[src/rtl/escaner_teclado_pkg.sv]
// Shared definitions for the keypad scanner.
//   - estado_e  : debounce FSM state encoding
//   - barrido_e : classification of one full 4-column sweep
//   - KeyW      : width of a key code (fila*4 + columna)
//   - col_drive : active-low one-hot column pattern for a column index
package escaner_teclado_pkg;

  localparam int unsigned KeyW    = 4;
  localparam int unsigned NumCols = 4;
  localparam int unsigned NumRows = 4;

  typedef enum logic [1:0] {
    StIdle    = 2'd0,
    StConfirm = 2'd1,
    StHeld    = 2'd2,
    StRelease = 2'd3
  } estado_e;

  typedef enum logic [1:0] {
    SweepNone   = 2'd0,
    SweepSingle = 2'd1,
    SweepMulti  = 2'd2
  } barrido_e;

  localparam logic [3:0] ColPat0 = 4'b1110;
  localparam logic [3:0] ColPat1 = 4'b1101;
  localparam logic [3:0] ColPat2 = 4'b1011;
  localparam logic [3:0] ColPat3 = 4'b0111;

  function automatic logic [3:0] col_drive(input logic [1:0] col);
    logic [3:0] pat;
    unique case (col)
      2'd0:    pat = ColPat0;
      2'd1:    pat = ColPat1;
      2'd2:    pat = ColPat2;
      default: pat = ColPat3;
    endcase
    return pat;
  endfunction

endpackage

[src/rtl/escaner_teclado_sincronizador_filas.sv]
// Two-flop synchronizer for the asynchronous, active-low keypad rows.
// Reset value is all-ones so that rows read as "no key" while in reset.
//   clk_i    : system clock
//   rst_i    : asynchronous active-high reset
//   filas_i  : raw row inputs (asynchronous)
//   filas_o  : synchronized rows
module sincronizador_filas #(
  parameter int unsigned Width = 4
) (
  input  logic             clk_i,
  input  logic             rst_i,
  input  logic [Width-1:0] filas_i,
  output logic [Width-1:0] filas_o
);

  logic [Width-1:0] meta_q;
  logic [Width-1:0] sync_q;

  always_ff @(posedge clk_i or posedge rst_i) begin
    if (rst_i) begin
      meta_q <= '1;
      sync_q <= '1;
    end else begin
      meta_q <= filas_i;
      sync_q <= meta_q;
    end
  end

  assign filas_o = sync_q;

endmodule

[src/rtl/escaner_teclado.sv]
// 4x4 keypad scanner with sweep-level debouncing.
//   Clk         : system clock, rising edge
//   Rst         : asynchronous active-high reset
//   Columnas    : column drive, active-low one-hot, each held SCAN_TICKS cycles
//   Filas       : row sense, active-low, asynchronous
//   Tecla       : code of last accepted key (fila*4 + columna), kept after release
//   TeclaValida : one-cycle strobe per accepted press
//   Presionada  : high while the accepted key is held
module escaner_teclado
  import escaner_teclado_pkg::*;
#(
  parameter int unsigned SCAN_TICKS     = 100_000,
  parameter int unsigned DEBOUNCE_SCANS = 4
) (
  input  logic            Clk,
  input  logic            Rst,
  output logic [3:0]      Columnas,
  input  logic [3:0]      Filas,
  output logic [KeyW-1:0] Tecla,
  output logic            TeclaValida,
  output logic            Presionada
);

  localparam int unsigned     TickW     = (SCAN_TICKS > 1) ? $clog2(SCAN_TICKS) : 1;
  localparam logic [TickW-1:0] TickLast = TickW'(SCAN_TICKS - 1);
  localparam logic [3:0]      DebTarget = 4'(DEBOUNCE_SCANS);

  logic [3:0] filas_sync;

  sincronizador_filas #(
    .Width(4)
  ) u_sincronizador_filas (
    .clk_i  (Clk),
    .rst_i  (Rst),
    .filas_i(Filas),
    .filas_o(filas_sync)
  );

  // ---------------------------------------------------------------------------
  // Column scan and sweep classification
  // ---------------------------------------------------------------------------
  logic [TickW-1:0] tick_q, tick_d;
  logic [1:0]       col_q, col_d;
  logic [1:0]       hits_q, hits_d;       // 0, 1, or 2 meaning "two or more"
  logic [KeyW-1:0]  code_acc_q, code_acc_d;
  logic             sweep_done_q, sweep_done_d;
  barrido_e         clase_q, clase_d;
  logic [KeyW-1:0]  sweep_code_q, sweep_code_d;

  logic [1:0]       hits_n;
  logic [KeyW-1:0]  code_n;

  always_comb begin
    tick_d       = tick_q + 1'b1;
    col_d        = col_q;
    hits_d       = hits_q;
    code_acc_d   = code_acc_q;
    sweep_done_d = 1'b0;
    clase_d      = clase_q;
    sweep_code_d = sweep_code_q;
    hits_n       = hits_q;
    code_n       = code_acc_q;

    if (tick_q == TickLast) begin
      tick_d = '0;
      col_d  = col_q + 2'd1;

      // Merge this column's low rows into the running sweep tally.
      for (int r = 0; r < 4; r++) begin
        if (!filas_sync[r]) begin
          if (hits_n == 2'd0) code_n = {2'(r), col_q};
          if (hits_n != 2'd2) hits_n = hits_n + 2'd1;
        end
      end

      if (col_q == 2'd3) begin
        sweep_done_d = 1'b1;
        sweep_code_d = code_n;
        clase_d      = (hits_n == 2'd0) ? SweepNone :
                       (hits_n == 2'd1) ? SweepSingle : SweepMulti;
        hits_d       = '0;
        code_acc_d   = '0;
      end else begin
        hits_d     = hits_n;
        code_acc_d = code_n;
      end
    end
  end

  always_ff @(posedge Clk or posedge Rst) begin
    if (Rst) begin
      tick_q       <= '0;
      col_q        <= '0;
      hits_q       <= '0;
      code_acc_q   <= '0;
      sweep_done_q <= 1'b0;
      clase_q      <= SweepNone;
      sweep_code_q <= '0;
    end else begin
      tick_q       <= tick_d;
      col_q        <= col_d;
      hits_q       <= hits_d;
      code_acc_q   <= code_acc_d;
      sweep_done_q <= sweep_done_d;
      clase_q      <= clase_d;
      sweep_code_q <= sweep_code_d;
    end
  end

  // ---------------------------------------------------------------------------
  // Debounce FSM, evaluated once per sweep (cycle after the column-3 sample)
  // ---------------------------------------------------------------------------
  estado_e         estado_q, estado_d;
  logic [KeyW-1:0] cand_q, cand_d;
  logic [3:0]      cnt_q, cnt_d;
  logic [3:0]      rcnt_q, rcnt_d;
  logic [KeyW-1:0] tecla_q, tecla_d;
  logic            valida_q, valida_d;
  logic            pres_q, pres_d;

  logic es_single;
  logic es_none;

  assign es_single = (clase_q == SweepSingle);
  assign es_none   = (clase_q == SweepNone);

  always_comb begin
    estado_d = estado_q;
    cand_d   = cand_q;
    cnt_d    = cnt_q;
    rcnt_d   = rcnt_q;
    tecla_d  = tecla_q;
    valida_d = 1'b0;
    pres_d   = pres_q;

    if (sweep_done_q) begin
      unique case (estado_q)
        StIdle: begin
          if (es_single) begin
            cand_d = sweep_code_q;
            if (DebTarget == 4'd1) begin
              estado_d = StHeld;
              tecla_d  = sweep_code_q;
              valida_d = 1'b1;
              pres_d   = 1'b1;
              cnt_d    = '0;
            end else begin
              estado_d = StConfirm;
              cnt_d    = 4'd1;
            end
          end
        end
        StConfirm: begin
          if (es_single && (sweep_code_q == cand_q)) begin
            if (cnt_q + 4'd1 == DebTarget) begin
              estado_d = StHeld;
              tecla_d  = cand_q;
              valida_d = 1'b1;
              pres_d   = 1'b1;
              cnt_d    = '0;
            end else begin
              cnt_d = cnt_q + 4'd1;
            end
          end else begin
            estado_d = StIdle;
            cnt_d    = '0;
          end
        end
        StHeld: begin
          // SINGLE or MULTI here is rollover: keep holding, no new strobe.
          if (es_none) begin
            if (DebTarget == 4'd1) begin
              estado_d = StIdle;
              pres_d   = 1'b0;
              rcnt_d   = '0;
            end else begin
              estado_d = StRelease;
              rcnt_d   = 4'd1;
            end
          end
        end
        StRelease: begin
          if (es_none) begin
            if (rcnt_q + 4'd1 == DebTarget) begin
              estado_d = StIdle;
              pres_d   = 1'b0;
              rcnt_d   = '0;
            end else begin
              rcnt_d = rcnt_q + 4'd1;
            end
          end else begin
            estado_d = StHeld;
            rcnt_d   = '0;
          end
        end
        default: begin
          estado_d = StIdle;
          cnt_d    = '0;
          rcnt_d   = '0;
        end
      endcase
    end
  end

  always_ff @(posedge Clk or posedge Rst) begin
    if (Rst) begin
      estado_q <= StIdle;
      cand_q   <= '0;
      cnt_q    <= '0;
      rcnt_q   <= '0;
      tecla_q  <= '0;
      valida_q <= 1'b0;
      pres_q   <= 1'b0;
    end else begin
      estado_q <= estado_d;
      cand_q   <= cand_d;
      cnt_q    <= cnt_d;
      rcnt_q   <= rcnt_d;
      tecla_q  <= tecla_d;
      valida_q <= valida_d;
      pres_q   <= pres_d;
    end
  end

  assign Columnas    = col_drive(col_q);
  assign Tecla       = tecla_q;
  assign TeclaValida = valida_q;
  assign Presionada  = pres_q;

endmodule

[config.mk]
export PLATFORM = sky130hd
export DESIGN_NAME = escaner_teclado
export DESIGN_NICKNAME = d
export VERILOG_FILES = /design/src/rtl/escaner_teclado_pkg.sv /design/src/rtl/escaner_teclado_sincronizador_filas.sv /design/src/rtl/escaner_teclado.sv
export SDC_FILE = /design/constraint.sdc
export NUM_CORES = 1
export LEC_CHECK = 0
export CAP_MARGIN = 20
export CORE_MARGIN = 2
export CORE_UTILIZATION = 35
export CTS_BUF_LIST = sky130_fd_sc_hd__clkbuf_16
export CTS_CLUSTER_SIZE = 14
export DETAILED_ROUTE_END_ITERATION = 16
export GPL_TIMING_DRIVEN = 1
export PLACE_DENSITY = 0.57
export SYNTH_ARGS = -nofsm -noshare
export SYNTH_HDL_FRONTEND = slang
export SYNTH_HIERARCHICAL = 1
export SYNTH_SLANG_ARGS = --single-unit
[constraint.sdc]
create_clock -name Clk -period 1.9 [get_ports Clk]
set_input_delay 0.38 -clock Clk [delete_from_list [all_inputs] [get_ports Clk]]
set_output_delay 0.38 -clock Clk [all_outputs]
set_load 0.02 [all_outputs]
==> results.cfg <==
[clock_network]
insertion_delay_ns = 0.32
clkTransAtPathRegs_ns = 0.05
clk_path_buf_depth = 2
cts.sinks = 60
cts_tree = done
cts_htree_levels = 3
numCtsBuffers = 9
cts_hold_buf = 0
root_buffer = clkbuf_16

[layout]
register_area_mm2 = 0.00151
nets = 361
fin_cells = 457
layout-drive-gt1-share_pct = 26.1
num_antenna_cells = 0
fin_util_pct = 46.4
multi_input_area_mm2 = 0.00155
syn2layout_area_growth_pct = 29.9
num-fill-cells = 802

[sta]
maxSlewHeadroom_pct = 67.5
fin_ws_ns = -0.165
finClkSkew_ns = 0.00543
min_period_ns = 2.06
post-route-period-util_pct = 109
timing.fmax_mhz = 484
setup_tns_ns = -1.20
rsz0062_at_grt = true
final_hold_viol_count = 0
maxSlewViolCount = 0
tightest_slew_ns = 0.484
setup_viol = 12

[setup_path]
path_cells = mux2_4 > o211ai_1 > a21o_1 > o211ai_4 > and2_1 > a22o_1
worstPathRequired_ns = 2.10
crit_path_start_kind = flip-flop
arrival_ns = 2.27
rrSetupSlack_ns = -0.16
cp-startpoint = u_sincronizador_filas/filas_o[0]
cp.depth = 6
crit_type = reg -> reg
critPathMaxStageDelay_ns = 0.65
crit_family = compound AO/OA/AOI/OAI gates
reg2reg_from = u_sincronizador_filas/filas_o[0]
endpoint = code_acc_q[1]
path_max_fanout = 7
r2r-end = code_acc_q[1]
reg2regPathDepth = 6
cp_slowest_cell = dfstp_2
cp.buffers_inverters = 0
end_kind = flip-flop

[min_path]
whs_path_depth = 0
hold_path_class = reg -> reg

[global_route]
overflow = 0
grt_antenna_before_repair = 0
grt_start_max_net_pins = 53
grt_usage_pct = 13.3
grt_pass1_wl_um = 10600
grt_pass1_vias = 2304

[synthesis]
synthCells = 294
ys_seq_elements = 60
yosys_warnings = 6
ys.flop_type = dfrtp_1
seq_area_frac_synth_pct = 49.0
syn_nets = 311
syn-cell-area_mm2 = 0.00308
yosys.area.top_type = dfrtp_1
synthDistinctLibCells = 56
async_reset_ff_share_pct = 100
yosysMostFrequentCell = dfrtp_1
synth_top_cells_by_area = dfrtp_1 42%, dfstp_2 6.8%, ha_1 4.5%
yosys-top-cells-count = 52 x dfrtp_1, 25 x nand2_1, 24 x nor2_1, 17 x inv_1, 13 x nand3_1
synth-edff-count = 0
synth.avg_cell_area_um2 = 10.5
yosys.area.top_type_share_pct = 42.2

[route]
vias_per_cell = 5.02
drt-initial-drc-count = 79
drcViolationCount = 0
first_pass_iters = 4
wire_per_inst_um = 12.9
ant_nets = 0
wl_um = 5920
via_count = 2293

[floorplanning]
start_util_pct = 35.7
io_pins = 16
die_w_um = 97.8
core_mm2 = 0.00864
rows = 34
die_h_um = 97.8
design.die.area_mm2 = 0.00957

[power]
power.density_mw_per_mm2 = 816
p_leak_uw = 0.00182
peakVddDrop_v = 0.000400

[placement]
dp.cells = 437
hpwlAfterDp_um = 4090
io_buffers = 15
place_congestion = 0.784

[outcome]
violations = negative setup slack
outcome = finished with violations

[job]
maxCapViolCount = 0
per-layer routing:
layer / wire [um] / share of wire, % / up-vias / global-route usage (%)
met5: 0 / 0 / - / 0
met1: 2820 / 48 / 1111 / 17.6
met3: 201 / 3.4 / 4 / 3.79
met4: 27 / 0.46 / 0 / 3.21
met2: 2870 / 48 / 37 / 21.5
li1: - / - / 1141 / -
worst min-delay path by stage:
stage                                    start                               end  slack, ns
3_3_place_gp   u_sincronizador_filas/meta_q[2]  u_sincronizador_filas/filas_o[2]       0.35
4_1_cts        u_sincronizador_filas/meta_q[0]  u_sincronizador_filas/filas_o[0]       0.35
3_5_place_dp   u_sincronizador_filas/meta_q[2]  u_sincronizador_filas/filas_o[2]       0.35
5_1_grt        u_sincronizador_filas/meta_q[1]  u_sincronizador_filas/filas_o[1]       0.36
2_1_floorplan  u_sincronizador_filas/meta_q[0]  u_sincronizador_filas/filas_o[0]       0.35
6_report       u_sincronizador_filas/meta_q[0]  u_sincronizador_filas/filas_o[0]       0.35
state kept, by name, summed over array words and instances (netlist names), 2 cells and up:
register	cells
code_acc_q	4
cand_q	4
cnt_q	4
tick_q	17
clase_q	2
hits_q	2
u_sincronizador_filas/meta_q	4
estado_q	2
col_q	2
Tecla	4
u_sincronizador_filas/filas_o	4
sweep_code_q	4
rcnt_q	4
kinds of logic after synthesis:
logic type / count (synthesis) / synth area share (%)
AO/OA/AOI/OAI: 57 / 13.2
multiplexers: 16 / 6.54
buffers and inverters: 26 / 3.57
XOR/XNOR: 22 / 6.25
AND/OR/NAND/NOR: 102 / 16.9
adder cells (fa/ha/maj): 11 / 4.47
flip-flops: 60 / 49.0
power breakdown:
group          total (uW)  leakage, uW  switching [uW]  internal (uW)
registers            1310     0.000793            13.8           1300
clock network        1830     0.000163             551           1270
logic                 134     0.000868            68.0           65.6
total                3270      0.00182             633           2640
stage by stage:
step / area (um2) / hold WS (ns) / power [uW] / setup WS [ns]
4_1_cts: 3970 / 0.355 / 3320 / -0.124
5_1_grt: 4000 / 0.357 / 3410 / -0.257
6_report: 4000 / 0.353 / 3270 / -0.165
2_1_floorplan: 3110 / 0.345 / 1400 / -0.00321
3_5_place_dp: 3570 / 0.347 / 1450 / -0.169
3_3_place_gp: 3570 / 0.347 / 1450 / -0.110
layout make-up:
cell class              count  share of cell area [%]
clock inverters             7                    2.87
well taps                 108                    3.38
multi-input cells         209                    38.7
flip-flops and latches     60                    37.8
inverters                  18                    1.69
repair buffers             46                    9.94
clock buffers               9                    5.63
what timing repair did:
action,in CTS,in global routing
buffers inserted,3,0
setup endpoints to repair,15,18
pin swaps,2,4
resized for setup,12,9
cloned,1,0
cells in the final DEF, fill, tap and decap left out, types with 5 or more instances in the layout:
cell type / netlist / layout
dfrtp_1: 52 / 50
inv_1: 17 / 14
nor2_1: 24 / 23
o21ai_0: 12 / 11
nor2b_1: 5 / 5
a22o_1: 6 / 6
clkdlybuf4s50_1: 0 / 11
mux2_2: 9 / 9
and3_1: 5 / 5
dfstp_2: 8 / 8
nand3_1: 13 / 13
nand2_1: 25 / 25
buf_4: 0 / 28
xnor2_1: 12 / 12
clkbuf_16: 0 / 9
xor2_1: 10 / 10
a21oi_1: 8 / 7
ha_1: 11 / 9
No activity file was read; power rests on OpenSTA's default activity.
